==> config.mk <==
export PLATFORM = sky130hd
export DESIGN_NAME = encode
export DESIGN_NICKNAME = d
export VERILOG_FILES = /design/src/rtl/encode.sv
export SDC_FILE = /design/constraint.sdc
export NUM_CORES = 1
export LEC_CHECK = 0
export BUFFER_PORTS_ARGS = -buffer_cell sky130_fd_sc_hd__buf_2
export CAP_MARGIN = 20
export CORE_UTILIZATION = 30
export CTS_CLUSTER_DIAMETER = 100
export DETAILED_ROUTE_END_ITERATION = 12
export SLEW_MARGIN = 10
export SYNTH_ARGS = -nofsm -noshare
export SYNTH_HDL_FRONTEND = slang
export SYNTH_SLANG_ARGS = --single-unit
==> constraint.sdc <==
create_clock -name core_clk -period 6.2 [get_ports core_clk]
set_input_delay 0.62 -clock core_clk [delete_from_list [all_inputs] [get_ports core_clk]]
set_output_delay 0.62 -clock core_clk [all_outputs]
set_load 0.02 [all_outputs]
==> src/rtl/encode.sv <==
// ---------------------------------------------------------------------------
// encode : transmit-side UDT packet builder.
//
// Arbitrates among pending packet requests (Handshake > ACK2 > ACK > NAK >
// Keep_live > Data) and emits one UDT packet at a time on an AXI-Stream
// toward the UDP layer: a 4-word header, then either the control body or the
// data payload streamed straight through from the sender buffer.
//
// Optional feature macro: UDT_LIGHT_ACK_EN
//   When defined, an extra input ack_light selects a light ACK whose body is
//   rcv_next_seq only (5-beat packet). When undefined every ACK is 8 beats.
//
// Ports
//   core_clk, core_rst_n         clock, asynchronous active-low reset
//   timestamp, dst_sock_id       common header fields, sampled at grant
//   Data_req / Data_ack          data packet request / done pulse
//   seq_no, msg_ctl, msg_no      data header fields
//   in_t*                        payload stream from the sender buffer
//   ACK_req / ACK_ack            ACK request (ack_seq_no, rcv_next_seq, rtt,
//                                rtt_var, avail_buf)
//   ACK2_req / ACK2_ack          ACK2 request (ack_seq_no)
//   NAK_req / NAK_ack            NAK request (nak_first, nak_last)
//   Keep_live_req / _ack         keep-alive request
//   Handshake_req / _ack         handshake request (hs_info, MSB word first)
//   out_t*                       packet stream toward UDP
// ---------------------------------------------------------------------------
module encode #(
  parameter int C_S_AXI_DATA_WIDTH = 32
) (
  input  logic                              core_clk,
  input  logic                              core_rst_n,
  input  logic [31:0]                       timestamp,
  input  logic [31:0]                       dst_sock_id,
  input  logic                              Data_req,
  output logic                              Data_ack,
  input  logic [30:0]                       seq_no,
  input  logic [2:0]                        msg_ctl,
  input  logic [28:0]                       msg_no,
  input  logic [C_S_AXI_DATA_WIDTH-1:0]     in_tdata,
  input  logic [C_S_AXI_DATA_WIDTH/8-1:0]   in_tkeep,
  input  logic                              in_tvalid,
  output logic                              in_tready,
  input  logic                              in_tlast,
  input  logic                              ACK_req,
  output logic                              ACK_ack,
  input  logic [31:0]                       ack_seq_no,
  input  logic [31:0]                       rcv_next_seq,
  input  logic [31:0]                       rtt,
  input  logic [31:0]                       rtt_var,
  input  logic [31:0]                       avail_buf,
  input  logic                              ACK2_req,
  output logic                              ACK2_ack,
  input  logic                              NAK_req,
  output logic                              NAK_ack,
  input  logic [30:0]                       nak_first,
  input  logic [30:0]                       nak_last,
  input  logic                              Keep_live_req,
  output logic                              Keep_live_ack,
  input  logic                              Handshake_req,
  output logic                              Handshake_ack,
  input  logic [255:0]                      hs_info,
`ifdef UDT_LIGHT_ACK_EN
  input  logic                              ack_light,
`endif
  output logic [C_S_AXI_DATA_WIDTH-1:0]     out_tdata,
  output logic [C_S_AXI_DATA_WIDTH/8-1:0]   out_tkeep,
  output logic                              out_tvalid,
  output logic                              out_tlast,
  input  logic                              out_tready
);

  typedef enum logic [2:0] {
    S_IDLE    = 3'd0,
    S_HDR     = 3'd1,
    S_BODY    = 3'd2,
    S_PAYLOAD = 3'd3,
    S_DONE    = 3'd4
  } state_t;

  // One-hot requester selects, bit order matches the ack output packing.
  localparam logic [5:0] SEL_HS   = 6'b100000;
  localparam logic [5:0] SEL_ACK2 = 6'b010000;
  localparam logic [5:0] SEL_ACK  = 6'b001000;
  localparam logic [5:0] SEL_NAK  = 6'b000100;
  localparam logic [5:0] SEL_KA   = 6'b000010;
  localparam logic [5:0] SEL_DATA = 6'b000001;

  state_t      r_state;
  logic [31:0] r_words [0:11];
  logic [3:0]  r_last_idx;
  logic [3:0]  r_idx;
  logic        r_is_data;
  logic [5:0]  r_sel;
  logic [5:0]  r_ack;
  logic [31:0] r_out_tdata;
  logic [3:0]  r_out_tkeep;
  logic        r_out_tvalid;
  logic        r_out_tlast;

  logic [5:0]  w_sel;
  logic [31:0] w_words [0:11];
  logic [3:0]  w_last_idx;
  logic        w_is_data;
  logic [3:0]  w_next_idx;
  logic        w_ack_light;
  logic        w_in_payload;

`ifdef UDT_LIGHT_ACK_EN
  assign w_ack_light = ack_light;
`else
  assign w_ack_light = 1'b0;
`endif

  assign w_next_idx   = r_idx + 4'd1;
  assign w_in_payload = (r_state == S_PAYLOAD);

  // Fixed-priority arbitration among pending requests.
  always_comb begin
    w_sel = 6'b000000;
    if (Handshake_req) begin
      w_sel = SEL_HS;
    end else if (ACK2_req) begin
      w_sel = SEL_ACK2;
    end else if (ACK_req) begin
      w_sel = SEL_ACK;
    end else if (NAK_req) begin
      w_sel = SEL_NAK;
    end else if (Keep_live_req) begin
      w_sel = SEL_KA;
    end else if (Data_req) begin
      w_sel = SEL_DATA;
    end else begin
      w_sel = 6'b000000;
    end
  end

  // Assemble header and body words of the winning request; latched at grant
  // so the requester may change its fields afterwards.
  always_comb begin
    for (int k = 0; k < 12; k++) begin
      w_words[k] = 32'h0000_0000;
    end
    w_last_idx = 4'd3;
    w_is_data  = 1'b0;
    w_words[2] = timestamp;
    w_words[3] = dst_sock_id;
    case (w_sel)
      SEL_HS: begin
        w_words[0]  = {1'b1, 15'd0, 16'h0000};
        w_words[4]  = hs_info[255:224];
        w_words[5]  = hs_info[223:192];
        w_words[6]  = hs_info[191:160];
        w_words[7]  = hs_info[159:128];
        w_words[8]  = hs_info[127:96];
        w_words[9]  = hs_info[95:64];
        w_words[10] = hs_info[63:32];
        w_words[11] = hs_info[31:0];
        w_last_idx  = 4'd11;
      end
      SEL_ACK2: begin
        w_words[0] = {1'b1, 15'd6, 16'h0000};
        w_words[1] = ack_seq_no;
      end
      SEL_ACK: begin
        w_words[0] = {1'b1, 15'd2, 16'h0000};
        w_words[1] = ack_seq_no;
        w_words[4] = rcv_next_seq;
        w_words[5] = rtt;
        w_words[6] = rtt_var;
        w_words[7] = avail_buf;
        w_last_idx = w_ack_light ? 4'd4 : 4'd7;
      end
      SEL_NAK: begin
        w_words[0] = {1'b1, 15'd3, 16'h0000};
        // A single lost packet is one word with flag 0; a range sets the
        // flag on the first word.
        if (nak_first == nak_last) begin
          w_words[4] = {1'b0, nak_first};
          w_last_idx = 4'd4;
        end else begin
          w_words[4] = {1'b1, nak_first};
          w_words[5] = {1'b0, nak_last};
          w_last_idx = 4'd5;
        end
      end
      SEL_KA: begin
        w_words[0] = {1'b1, 15'd1, 16'h0000};
      end
      SEL_DATA: begin
        w_words[0] = {1'b0, seq_no};
        w_words[1] = {msg_ctl, msg_no};
        w_is_data  = 1'b1;
      end
      default: begin
        w_last_idx = 4'd3;
      end
    endcase
  end

  // Packet FSM with registered header/body beats and ack pulse.
  always_ff @(posedge core_clk or negedge core_rst_n) begin
    if (!core_rst_n) begin
      r_state      <= S_IDLE;
      for (int k = 0; k < 12; k++) begin
        r_words[k] <= 32'h0000_0000;
      end
      r_last_idx   <= 4'd0;
      r_idx        <= 4'd0;
      r_is_data    <= 1'b0;
      r_sel        <= 6'b000000;
      r_ack        <= 6'b000000;
      r_out_tdata  <= 32'h0000_0000;
      r_out_tkeep  <= 4'h0;
      r_out_tvalid <= 1'b0;
      r_out_tlast  <= 1'b0;
    end else begin
      case (r_state)
        S_IDLE: begin
          r_ack <= 6'b000000;
          if (w_sel != 6'b000000) begin
            r_words      <= w_words;
            r_last_idx   <= w_last_idx;
            r_is_data    <= w_is_data;
            r_sel        <= w_sel;
            r_idx        <= 4'd0;
            r_out_tdata  <= w_words[0];
            r_out_tkeep  <= 4'hF;
            r_out_tvalid <= 1'b1;
            r_out_tlast  <= 1'b0;
            r_state      <= S_HDR;
          end else begin
            r_state <= S_IDLE;
          end
        end
        S_HDR, S_BODY: begin
          if (out_tready) begin
            if (r_idx == r_last_idx) begin
              r_out_tvalid <= 1'b0;
              r_out_tlast  <= 1'b0;
              r_out_tkeep  <= 4'h0;
              r_out_tdata  <= 32'h0000_0000;
              if (r_is_data) begin
                r_state <= S_PAYLOAD;
              end else begin
                r_state <= S_DONE;
                r_ack   <= r_sel;
              end
            end else begin
              r_idx       <= w_next_idx;
              r_out_tdata <= r_words[w_next_idx];
              r_out_tlast <= (w_next_idx == r_last_idx) && !r_is_data;
              r_state     <= (w_next_idx >= 4'd4) ? S_BODY : S_HDR;
            end
          end else begin
            r_state <= r_state;
          end
        end
        S_PAYLOAD: begin
          if (in_tvalid && out_tready && in_tlast) begin
            r_state <= S_DONE;
            r_ack   <= r_sel;
          end else begin
            r_state <= S_PAYLOAD;
          end
        end
        S_DONE: begin
          r_ack   <= 6'b000000;
          r_state <= S_IDLE;
        end
        default: begin
          r_ack        <= 6'b000000;
          r_out_tvalid <= 1'b0;
          r_state      <= S_IDLE;
        end
      endcase
    end
  end

  // Payload beats pass straight through; everything else is registered.
  assign out_tdata  = w_in_payload ? in_tdata  : r_out_tdata;
  assign out_tkeep  = w_in_payload ? in_tkeep  : r_out_tkeep;
  assign out_tvalid = w_in_payload ? in_tvalid : r_out_tvalid;
  assign out_tlast  = w_in_payload ? in_tlast  : r_out_tlast;
  assign in_tready  = w_in_payload ? out_tready : 1'b0;

  assign Handshake_ack = r_ack[5];
  assign ACK2_ack      = r_ack[4];
  assign ACK_ack       = r_ack[3];
  assign NAK_ack       = r_ack[2];
  assign Keep_live_ack = r_ack[1];
  assign Data_ack      = r_ack[0];

endmodule

==> metrics <==
largest net degree at the start of global routing about 190; num ports between 600 and 700; first-pass GRT wire length approximately 130000 µm; PortBufs between 600 and 700; wirelength, routed roughly 94000 µm; TritonCTS clock tree built; Least-Margin Pin Slew around 1100 ps; synthesized area per cell ~11 µm²; total core area 72100 µm²; die area 74500 µm²; post-route design area 28200 µm²; Die W between 200 and 300 µm; vias slightly below 20000; H-tree levels 2; CTS buffer count 54; root buf cell clkbuf_16; sequential fraction of the synthesis area 0.5034; share of cells above drive strength 1 0.3515; crit-path leading delay family flip-flops; worst setup path class register to register; syn nets approximately 2700; mux cell area share after synthesis 0.1139; GPL Wtd Cong ~0.94; final setup fails 0; worst path arrival time between 4000 and 5000 ps; Final min period ~3500 ps; antenna viol nets, final 0; Final Hold Viols 0; row count 98; synthesized instance count 2020; ys flop type dfrtp_1; CP peak stage delay a little under 1000 ps; worst-path maximum fanout 43; vias in the first global route 19750; CP max-delay cell dfrtp_4; clock transition at the registers of the reported paths around 60 ps; FMAX ~0.28 GHz; Max Cap Viol 0; GRT Util Overall 0.2466; hold crit path type input pin to register; unrepaired setup endpoints after global routing false; Layout Utilization 0.3912; dpl cell area around 26000 µm²; asr flop ratio synth 1.000; post-synthesis simple-gate area fraction 0.1302; Area Overhead vs Synth 28.07%; clock sinks around 440; Pins Over Slew Limit 0; dpl hpwl slightly below 70000 µm; max_slew headroom 0.2729; starting density of the core 0.3055; critical path data required time between 6000 and 7000 ps; Worst setup SP type register; Yosys cell types 62; Compound-Gate Fraction of Synth Area 0.1905; Buf/Inv on CP 1; worst hold-check slack 194.3 ps; VDD IR max slightly below 0.4 mV; largest family of logic cells by synthesized area compound AO/OA/AOI/OAI gates; DR WL/cell approximately 26 µm; Final Skew 24.12 ps; PD cells around 500 nW/µm²; outcome finished, final reports clean; leakage power about 14 nW; crit share post-route 0.5686; Ys Warns 0; flops & latches, synth around 440; clk_lat worst skew 610 ps; antenna violations before repair 37; clk buf depth 3; Critical Path, Cell by Cell nand3_1 > xnor2_4 > buf_4 > mux2i_1 > a211o_1 > a31oi_1; Adder-Cell Fraction of Synth Area 0.0005681; crit end category register; fin nets 3257; First-pass DRT Iterations 9; Post-synth EDFFs 0; setup TNS 0 ps; drc violations 0; grt ovf 0; die height roughly 270 µm; drt via density approximately 5.5; Initial DRC Count 2196; synthesized cell area approximately 22000 µm²; Synth Area in XOR/XNOR 0.01704
what timing repair did:
item | in CTS | in global routing
setup buffers | 0 | 0
gates resized for setup | 0 | 0
endpoints found under the hold margin | 64 | 0
hold buffers | 1 | 0
cell usage in the layout, fill, tap and decap left out, types with 11 or more instances in the layout:
master / netlist / routed
o21ai_0: 51 / 51
diode_2: 0 / 20
o221ai_1: 31 / 31
a22o_1: 130 / 130
mux4_2: 96 / 96
a22oi_1: 33 / 33
a221o_1: 96 / 96
dfrtp_1: 443 / 442
clkinv_2: 0 / 11
inv_1: 33 / 33
nand3_1: 22 / 22
and3_1: 97 / 96
buf_2: 68 / 695
nand2_1: 454 / 454
a31oi_1: 30 / 30
buf_4: 3 / 16
a211o_1: 24 / 24
a222oi_1: 31 / 31
clkbuf_8: 0 / 11
clkbuf_16: 0 / 55
nor2_1: 49 / 47
mux2i_1: 32 / 32
a21oi_1: 39 / 39
xor2_1: 37 / 36
through the flow:
stage / worst slack [ps] / power, W / cells
final: 2675 / 0.01408 / 3616
after detailed placement: 2510 / 0.01082 / 3497
after CTS: 2503 / 0.01427 / 3596
after global routing: 2339 / 0.01490 / 3611
after global placement: 2544 / 0.01074 / 3496
after floorplan: 3853 / 0.008579 / 2020
metal layers:
metal | GRT usage | vias to the layer above | wire length, µm | share of wire
met5 | 0 | - | 189 | 0.0020
met1 | 0.3202 | 9928 | 38270 | 0.41
met3 | 0.05456 | 168 | 7113 | 0.076
met2 | 0.4061 | 848 | 45500 | 0.48
met4 | 0.08218 | 30 | 2840 | 0.030
li1 | - | 8757 | - | -
worst reg2reg max path, delay by kind of cell (launching register included):
kind	cells	cell delay, ps
buffers and inverters	1	490
xor gates and xnor gates	1	900
AOI/OAI and AO/OA	2	490
and+or+nand+nor	1	440
muxes	1	140
DFF	1	980
final cells by class:
cell class | count | area (µm²)
antenna | 20 | 50.05
clock inverter | 25 | 335.3
fill | 7165 | 43890
multi-input combinational | 1350 | 10060
inverter | 33 | 123.9
tap | 950 | 1189
clock buffer | 73 | 1554
sequential | 443 | 11090
timing repair buffer | 722 | 3804
synthesized netlist by cell type (2+ instances only):
| library cell | number | share of area |
|---|---|---|
| a22o_1 | 130 | 0.052 |
| mux2i_1 | 32 | 0.015 |
| dfrtp_1 | 443 | 0.50 |
| nand4_1 | 3 | 0.00085 |
| o21ai_1 | 2 | 0.00045 |
| a2bb2oi_1 | 6 | 0.0024 |
| or3_1 | 3 | 0.00085 |
| buf_4 | 3 | 0.0010 |
| and3_1 | 97 | 0.028 |
| a211oi_1 | 5 | 0.0017 |
| o21ai_0 | 51 | 0.012 |
| xor2_1 | 37 | 0.015 |
| a21oi_1 | 39 | 0.0089 |
| a211o_1 | 24 | 0.0095 |
| nor3_1 | 6 | 0.0014 |
| inv_1 | 33 | 0.0056 |
| clkbuf_1 | 114 | 0.019 |
| o31ai_1 | 9 | 0.0031 |
| o22ai_1 | 2 | 0.00057 |
| mux4_2 | 96 | 0.098 |
| buf_2 | 68 | 0.015 |
| buf_1 | 5 | 0.00085 |
| xnor2_1 | 4 | 0.0016 |
| nand3b_1 | 2 | 0.00068 |
| nand2b_1 | 5 | 0.0014 |
| a21o_1 | 4 | 0.0014 |
| a22oi_1 | 33 | 0.011 |
| a221o_1 | 96 | 0.044 |
| nor2_1 | 49 | 0.0084 |
| a31oi_1 | 30 | 0.0085 |
| o21a_1 | 2 | 0.00068 |
| nand3_1 | 22 | 0.0050 |
| buf_6 | 4 | 0.0020 |
| and2_1 | 3 | 0.00085 |
| o221ai_1 | 31 | 0.012 |
| a222oi_1 | 31 | 0.014 |
| nor4_1 | 9 | 0.0026 |
| nand2_1 | 454 | 0.077 |
| a32o_1 | 7 | 0.0032 |
| nor2b_1 | 2 | 0.00057 |
| o22a_1 | 3 | 0.0012 |
power breakdown:
group,switching (W),internal [W],total (W),leakage (nW)
Combinational,0.00322,0.00262,0.00584,7.24
Sequential,0.000867,0.00398,0.00485,5.71
Clock,0.00135,0.00205,0.00339,0.928
Total,0.00543,0.00865,0.0141,13.9
state kept, by name, indices dropped and copies added, names as in the netlist:
register / count
r_words: 384
r_out_tdata: 32
r_ack: 6
r_sel: 6
r_idx: 4
r_last_idx: 4
r_state: 3
r_is_data: 1
r_out_tkeep: 1
r_out_tlast: 1
r_out_tvalid: 1
final timing paths:
kind,start,end,slack [ps],depth (start not counted)
max in group asynchronous,core_rst_n,r_idx[0],4380,3
min reg2reg,r_words[377],r_words[377],470,2
max,r_idx[0],r_out_tdata[1],2670,6
min,dst_sock_id[18],r_words[274],190,3
max reg2reg,r_idx[0],r_out_tdata[1],2670,6
min in group asynchronous,core_rst_n,r_words[159],560,2
cell families (layout without fill, tap and decap cells):
family                     count (synthesis)  in the layout
AOI/OAI and AO/OA                        515            515
xor gates and xnor gates                  42             42
adders and majority gates                  1              1
buffers and inverters                    227            853
DFF                                      443            443
muxes                                    130            130
other                                      0             20
and+or+nand+nor                          662            662
Power figures use the tool's default switching activity.
